--- config.mk ---
export PLATFORM = sky130hd
export DESIGN_NAME = ad9364_ensm_ctrl
export DESIGN_NICKNAME = d
export VERILOG_FILES = /design/src/rtl/ad9364_ensm_ctrl_pkg.sv /design/src/rtl/ad9364_ensm_ctrl_timer.sv /design/src/rtl/ad9364_ensm_ctrl.sv
export SDC_FILE = /design/constraint.sdc
export NUM_CORES = 1
export LEC_CHECK = 0
export ABC_AREA = 1
export CAP_MARGIN = 0
export CORE_ASPECT_RATIO = 0.9
export CORE_MARGIN = 8
export CORE_UTILIZATION = 50
export DETAILED_ROUTE_END_ITERATION = 10
export PLACE_DENSITY = 0.73
export RECOVER_POWER = 25
export SYNTH_ARGS = -nofsm -noshare
export SYNTH_HDL_FRONTEND = slang
export SYNTH_SLANG_ARGS = --single-unit
--- constraint.sdc ---
create_clock -name clk -period 3 [get_ports clk]
set_clock_uncertainty 0.2 [all_clocks]
set_input_delay 0.45 -clock clk [delete_from_list [all_inputs] [get_ports clk]]
set_output_delay 0.45 -clock clk [all_outputs]
set_load 0.02 [all_outputs]
--- src/rtl/ad9364_ensm_ctrl_pkg.sv ---
// Shared encodings for the AD9364 ENSM sequencer: host mode codes,
// sequencer state codes and a small sizing helper for the timer.
package ad9364_ensm_ctrl_pkg;

    localparam logic [1:0] MODE_ALERT = 2'b00;
    localparam logic [1:0] MODE_RX    = 2'b01;
    localparam logic [1:0] MODE_TX    = 2'b10;
    localparam logic [1:0] MODE_FDD   = 2'b11;

    localparam logic [2:0] ST_ALERT  = 3'd0;
    localparam logic [2:0] ST_SETUP  = 3'd1;
    localparam logic [2:0] ST_RAMP   = 3'd2;
    localparam logic [2:0] ST_ACTIVE = 3'd3;
    localparam logic [2:0] ST_FLUSH  = 3'd4;
    localparam logic [2:0] ST_DROP   = 3'd5;

    function automatic int max3(input int a,
                                input int b,
                                input int c);
        int m;
        m = a;
        if (b > m) m = b;
        if (c > m) m = c;
        return m;
    endfunction

endpackage

--- src/rtl/ad9364_ensm_ctrl_timer.sv ---
// ENSM phase timer: loadable down-counter that stops at zero.
// Ports: load/load_val restart the count, done is high while count==0.
module ad9364_ensm_ctrl_timer #(
    parameter int W = 8
) (
    input  logic         clk,
    input  logic         reset_b,
    input  logic         load,
    input  logic [W-1:0] load_val,
    output logic         done
);

    logic [W-1:0] cnt_d;
    logic [W-1:0] cnt_q;

    always_comb begin
        cnt_d = cnt_q;
        if (load) begin
            cnt_d = load_val;
        end else if (cnt_q != '0) begin
            cnt_d = cnt_q - W'(1);
        end
    end

    always_ff @(posedge clk or negedge reset_b) begin
        if (!reset_b) begin
            cnt_q <= '0;
        end else begin
            cnt_q <= cnt_d;
        end
    end

    assign done = (cnt_q == '0);

endmodule

--- src/rtl/ad9364_ensm_ctrl.sv ---
// AD9364 ENSM pin sequencer (level mode) with rx/tx datapath gating.
// Ports: cmd_valid/cmd_mode/cmd_ready host request, xcvr_enable/
// xcvr_txnrx pins, rx_enable/tx_enable to dev_if, cur_mode, busy.
module ad9364_ensm_ctrl
    import ad9364_ensm_ctrl_pkg::*;
#(
    parameter int TXNRX_SETUP_CYCLES = 4,
    parameter int SETTLE_CYCLES      = 200,
    parameter int FLUSH_CYCLES       = 16
) (
    input  logic       clk,
    input  logic       reset_b,
    input  logic       cmd_valid,
    input  logic [1:0] cmd_mode,
    output logic       cmd_ready,
    output logic       xcvr_enable,
    output logic       xcvr_txnrx,
    output logic       rx_enable,
    output logic       tx_enable,
    output logic [1:0] cur_mode,
    output logic       busy
);

    localparam int MAXN = max3(TXNRX_SETUP_CYCLES,
                               SETTLE_CYCLES,
                               FLUSH_CYCLES);
    localparam int CW = $clog2(MAXN + 1);

    localparam logic [CW-1:0] LD_SETUP  =
        CW'(TXNRX_SETUP_CYCLES - 1);
    localparam logic [CW-1:0] LD_SETTLE =
        CW'(SETTLE_CYCLES - 1);
    localparam logic [CW-1:0] LD_FLUSH  =
        CW'(FLUSH_CYCLES - 1);

    logic [2:0]    state_d, state_q;
    logic [1:0]    target_d, target_q;
    logic          enable_d, enable_q;
    logic          txnrx_d, txnrx_q;
    logic          rx_en_d, rx_en_q;
    logic          tx_en_d, tx_en_q;
    logic          ready_d, ready_q;
    logic [1:0]    cur_mode_d, cur_mode_q;
    logic          accept;
    logic          tmr_load;
    logic [CW-1:0] tmr_val;
    logic          tmr_done;

    ad9364_ensm_ctrl_timer #(
        .W(CW)
    ) u_timer (
        .clk     (clk),
        .reset_b (reset_b),
        .load    (tmr_load),
        .load_val(tmr_val),
        .done    (tmr_done)
    );

    // ready_q is only ever high in ALERT/ACTIVE, so it gates acceptance
    assign accept = cmd_valid & ready_q;

    always_comb begin
        state_d  = state_q;
        target_d = target_q;
        tmr_load = 1'b0;
        tmr_val  = '0;
        case (state_q)
            ST_ALERT: begin
                if (accept && cmd_mode != MODE_ALERT) begin
                    target_d = cmd_mode;
                    state_d  = ST_SETUP;
                    tmr_load = 1'b1;
                    tmr_val  = LD_SETUP;
                end
            end
            ST_SETUP: begin
                if (tmr_done) begin
                    state_d  = ST_RAMP;
                    tmr_load = 1'b1;
                    tmr_val  = LD_SETTLE;
                end
            end
            ST_RAMP: begin
                if (tmr_done) begin
                    state_d = ST_ACTIVE;
                end
            end
            ST_ACTIVE: begin
                if (accept && cmd_mode != target_q) begin
                    target_d = cmd_mode;
                    state_d  = ST_FLUSH;
                    tmr_load = 1'b1;
                    tmr_val  = LD_FLUSH;
                end
            end
            ST_FLUSH: begin
                if (tmr_done) begin
                    state_d  = ST_DROP;
                    tmr_load = 1'b1;
                    tmr_val  = LD_SETTLE;
                end
            end
            ST_DROP: begin
                if (tmr_done) begin
                    if (target_q == MODE_ALERT) begin
                        state_d = ST_ALERT;
                    end else begin
                        state_d  = ST_SETUP;
                        tmr_load = 1'b1;
                        tmr_val  = LD_SETUP;
                    end
                end
            end
            default: begin
                state_d  = ST_ALERT;
                target_d = MODE_ALERT;
            end
        endcase
    end

    // Outputs decode the current state one cycle late; TXNRX only
    // follows the target from SETUP onward, which ENABLE low guards.
    always_comb begin
        enable_d = (state_q == ST_RAMP)   ||
                   (state_q == ST_ACTIVE) ||
                   (state_q == ST_FLUSH);
        txnrx_d  = txnrx_q;
        if ((state_q == ST_SETUP) ||
            (state_q == ST_RAMP)  ||
            (state_q == ST_ACTIVE)) begin
            txnrx_d = (target_q != MODE_RX);
        end
        rx_en_d  = (state_q == ST_ACTIVE) && target_q[0];
        tx_en_d  = (state_q == ST_ACTIVE) && target_q[1];
        // drop ready in the same edge that starts a new sequence
        ready_d  = ((state_q == ST_ALERT) ||
                    (state_q == ST_ACTIVE)) &&
                   (state_d == state_q);
        cur_mode_d = MODE_ALERT;
        if ((state_q == ST_ACTIVE) && ready_d) begin
            cur_mode_d = target_q;
        end
    end

    always_ff @(posedge clk or negedge reset_b) begin
        if (!reset_b) begin
            state_q    <= ST_ALERT;
            target_q   <= MODE_ALERT;
            enable_q   <= 1'b0;
            txnrx_q    <= 1'b0;
            rx_en_q    <= 1'b0;
            tx_en_q    <= 1'b0;
            ready_q    <= 1'b1;
            cur_mode_q <= MODE_ALERT;
        end else begin
            state_q    <= state_d;
            target_q   <= target_d;
            enable_q   <= enable_d;
            txnrx_q    <= txnrx_d;
            rx_en_q    <= rx_en_d;
            tx_en_q    <= tx_en_d;
            ready_q    <= ready_d;
            cur_mode_q <= cur_mode_d;
        end
    end

    assign cmd_ready   = ready_q;
    assign busy        = ~ready_q;
    assign xcvr_enable = enable_q;
    assign xcvr_txnrx  = txnrx_q;
    assign rx_enable   = rx_en_q;
    assign tx_enable   = tx_en_q;
    assign cur_mode    = cur_mode_q;

endmodule
==> flow_metrics.tcl <==
set metrics [dict create \
    run_status "finished clean" \
    drcViolationCount 0 \
    hp-class "flip-flop to flip-flop" \
    max_freq_mhz 476 \
    yosys-top-cells-area "dfrtp_1, nand2_1, inv_1, nor2_1, nand2_4" \
    clkSinkCount 20 \
    finalHoldViolCount 0 \
    post-dp-hpwl_mm 1.76 \
    peakVddDrop_uv 535 \
    yosysWarnings 0 \
    portBuffers 12 \
    slew_viol_final 0 \
    first_pass_iters 4 \
    syn-num-nets 147 \
    start_util_pct 52.5 \
    power_w 0.00130 \
    ys_seq_area_share_pct 44.2 \
    drive_above_1_share_pct 14.7 \
    endpoint_kind "output port" \
    final_antenna_net_count 0 \
    setup_viol 0 \
    critPathMaxStageDelay_ps 600 \
    crit_chain "clkdlybuf4s50_1" \
    gp_congestion 0.926 \
    final.min_clock_period_ps 2100 \
    n_antenna_cell 0 \
    core-area_um2 2160 \
    rsz0062_at_grt "false" \
    viasPerCell 5.05 \
    cap_violations 0 \
    critical_path_peak_fanout 3 \
    cts_resized 0 \
    clk_latency_ps 310 \
    synth.cell_area_um2 1130 \
    clock_path_buffers 2 \
    grt_overflow 0 \
    max_slew_margin_pct 40.5 \
    syn_inst 140 \
    drt_iter0_drc 51 \
    postCtsSetupBuffers 0 \
    p_leak_nw 0.673 \
    r2r_start "state_q[2]$_DFF_PN0_" \
    drt-total-wl_mm 2.24 \
    grt_first_pass_wirelength_mm 3.86 \
    worst-path-buf-inv 1 \
    dieWidth_um 66.2 \
    clkTransAtPathRegs_ps 120 \
    ios 13 \
    synth_top_area_cell "dfrtp_1" \
    die-area_um2 4050 \
    wire_per_inst_um 12.3 \
    synth-simple-area-share_pct 35.8 \
    numCtsBuffers 3 \
    reg2reg_slack_ps 1170 \
    grt_max_degree 21 \
    ys_types 26 \
    nets 164 \
    cp-start-kind "flip-flop" \
    synth_fa_ha_area_share_pct 2.21 \
    slowest_stage "clkdlybuf4s50_1" \
    gr-usage-all-layers_pct 12.5 \
    synth_compound_area_share_pct 8.05 \
    criticalPathCategory "flip-flop to output port" \
    cts_root_buf "clkbuf_4" \
    worst_pin_slew_ps 890 \
    syn_to_final_growth_pct 16.1 \
    cts_max_level 1 \
    antenna_found_initial 0 \
    syn_avg_cell_area_um2 8.11 \
    finalWorstSetupSlack_ps 901 \
    fillers 180 \
    crit_start "cmd_ready$_DFF_PN1_" \
    core.rowCount 16 \
    ys_seq_elements 20 \
    min_period_over_period_pct 70.0 \
    min_from "u_timer.cnt_q[0]$_DFFE_PN0P_" \
    synthXorXnorAreaFrac_pct 3.09 \
    synth_top_area_share_pct 41.9 \
    synthMuxAreaShare_pct 0 \
    grt_pass1_vias 860 \
    path_delay_family "buffers and inverters" \
    worstPathArrival_ps 1450 \
    synth_top_family_by_area "simple AND/OR/NAND/NOR gates" \
    cts-hold-fix-buffers 0 \
    cp_data_required_time_ps 2350 \
    pre_cts_slack_ps 897 \
    die_h_um 61.2 \
    num_vias 924 \
    p_per_area_nw_per_um2 987 \
    fin_setup_tns_ps 0 \
    cts_tree "done" \
    final_util_pct 60.9 \
]
-- synth_stat cells --
| library cell | count |
|---|---|
| nor2_2 | 4 |
| xor2_1 | 3 |
| nor2_1 | 15 |
| nand2_4 | 4 |
| o211ai_1 | 3 |
| o21ai_0 | 4 |
| nor3_1 | 1 |
| inv_2 | 5 |
| nand3b_1 | 1 |
| dfrtp_1 | 19 |
| a31oi_1 | 1 |
| nand2_2 | 6 |
| ha_1 | 2 |
| dfstp_2 | 1 |
| nand4_1 | 2 |
| nor2_8 | 1 |
| a21oi_1 | 4 |
| or2_1 | 1 |
| o31ai_1 | 1 |
| xnor2_1 | 1 |
| o21ai_1 | 3 |
| nor2_4 | 1 |
| nand2_1 | 34 |
| inv_1 | 15 |
| nand3_4 | 1 |
| nand3_1 | 7 |
-- cell type report --
class	count	area, um2	share of cell area [%]
clock buffer	4	36.3	2.75
inverter	20	75.1	5.70
multi-input combinational	100	551	41.8
sequential	20	502	38.1
tap	27	33.8	2.56
timing repair buffer	12	120	9.12
-- sequential cells by signal (all words and copies together), names as in the netlist --
register and flops:
target_q 2, rx_enable 1, xcvr_enable 1, u_timer.cnt_q 8, cur_mode 2, cmd_ready 1, state_q 3, xcvr_txnrx 1
tx_enable 1
-- metrics by stage --
stage / instance area [um2] / hold slack, ps / cells
after floorplan: 1130 / -45.6 / 140
after global placement: 1290 / 303 / 179
after detailed placement: 1290 / 294 / 179
after CTS: 1330 / 322 / 183
after global routing: 1320 / 399 / 183
final: 1320 / 321 / 183
-- worst paths after layout --
| path | to | depth (start not counted) |
|---|---|---|
| max in group asynchronous | state_q[0]$_DFF_PN0_ | 1 |
| max | cmd_ready | 1 |
| min in group asynchronous | cur_mode[1]$_DFF_PN0_ | 1 |
| min | u_timer.cnt_q[0]$_DFFE_PN0P_ | 2 |
| min reg2reg | u_timer.cnt_q[0]$_DFFE_PN0P_ | 2 |
| max reg2reg | target_q[1]$_DFFE_PN0P_ | 7 |
-- where the power goes --
part	internal [W]	switching, W	total [W]
sequential	0.000370	0.0000853	0.000455
combinational	0.000256	0.000433	0.000689
clock	0.0000741	0.0000831	0.000157
-- cells in the final DEF, fill, tap and decap left out, types with 3 or more instances in the layout --
| master | Yosys | routed |
|---|---|---|
| nand2_2 | 6 | 5 |
| nor2_1 | 15 | 17 |
| o21ai_1 | 3 | 3 |
| clkbuf_4 | 0 | 3 |
| inv_2 | 5 | 4 |
| clkdlybuf4s50_1 | 0 | 11 |
| o21ai_0 | 4 | 4 |
| a21oi_1 | 4 | 4 |
| nand2_4 | 4 | 4 |
| o211ai_1 | 3 | 3 |
| inv_1 | 15 | 16 |
| nand3_1 | 7 | 7 |
| nand2_1 | 34 | 35 |
| dfrtp_1 | 19 | 19 |
| xor2_1 | 3 | 3 |
-- layer usage --
metal / GRT usage (%) / share of wire [%] / wire length (um)
met5: 0 / 0 / 0
met4: 7.29 / 1.6 / 36
met3: 2.91 / 5.1 / 115
met2: 19.1 / 45 / 1020
met1: 15.7 / 48 / 1070
-- cells by family after synthesis --
kind of cell | count (synthesis)
XOR/XNOR | 4
AO/OA/AOI/OAI | 16
AND/OR/NAND/NOR | 78
flip-flops | 20
adder cells (fa/ha/maj) | 2
buffers and inverters | 20
-- worst reg2reg max path, stage by stage, from the launching register on --
cell     delay (ps)
dfrtp_1         440
inv_1           170
nand2_1         110
nor2_1          280
nand2_1         240
nand2_1         190
nand2_1          70
o21ai_1          70
(Power assumes the default switching activity.)
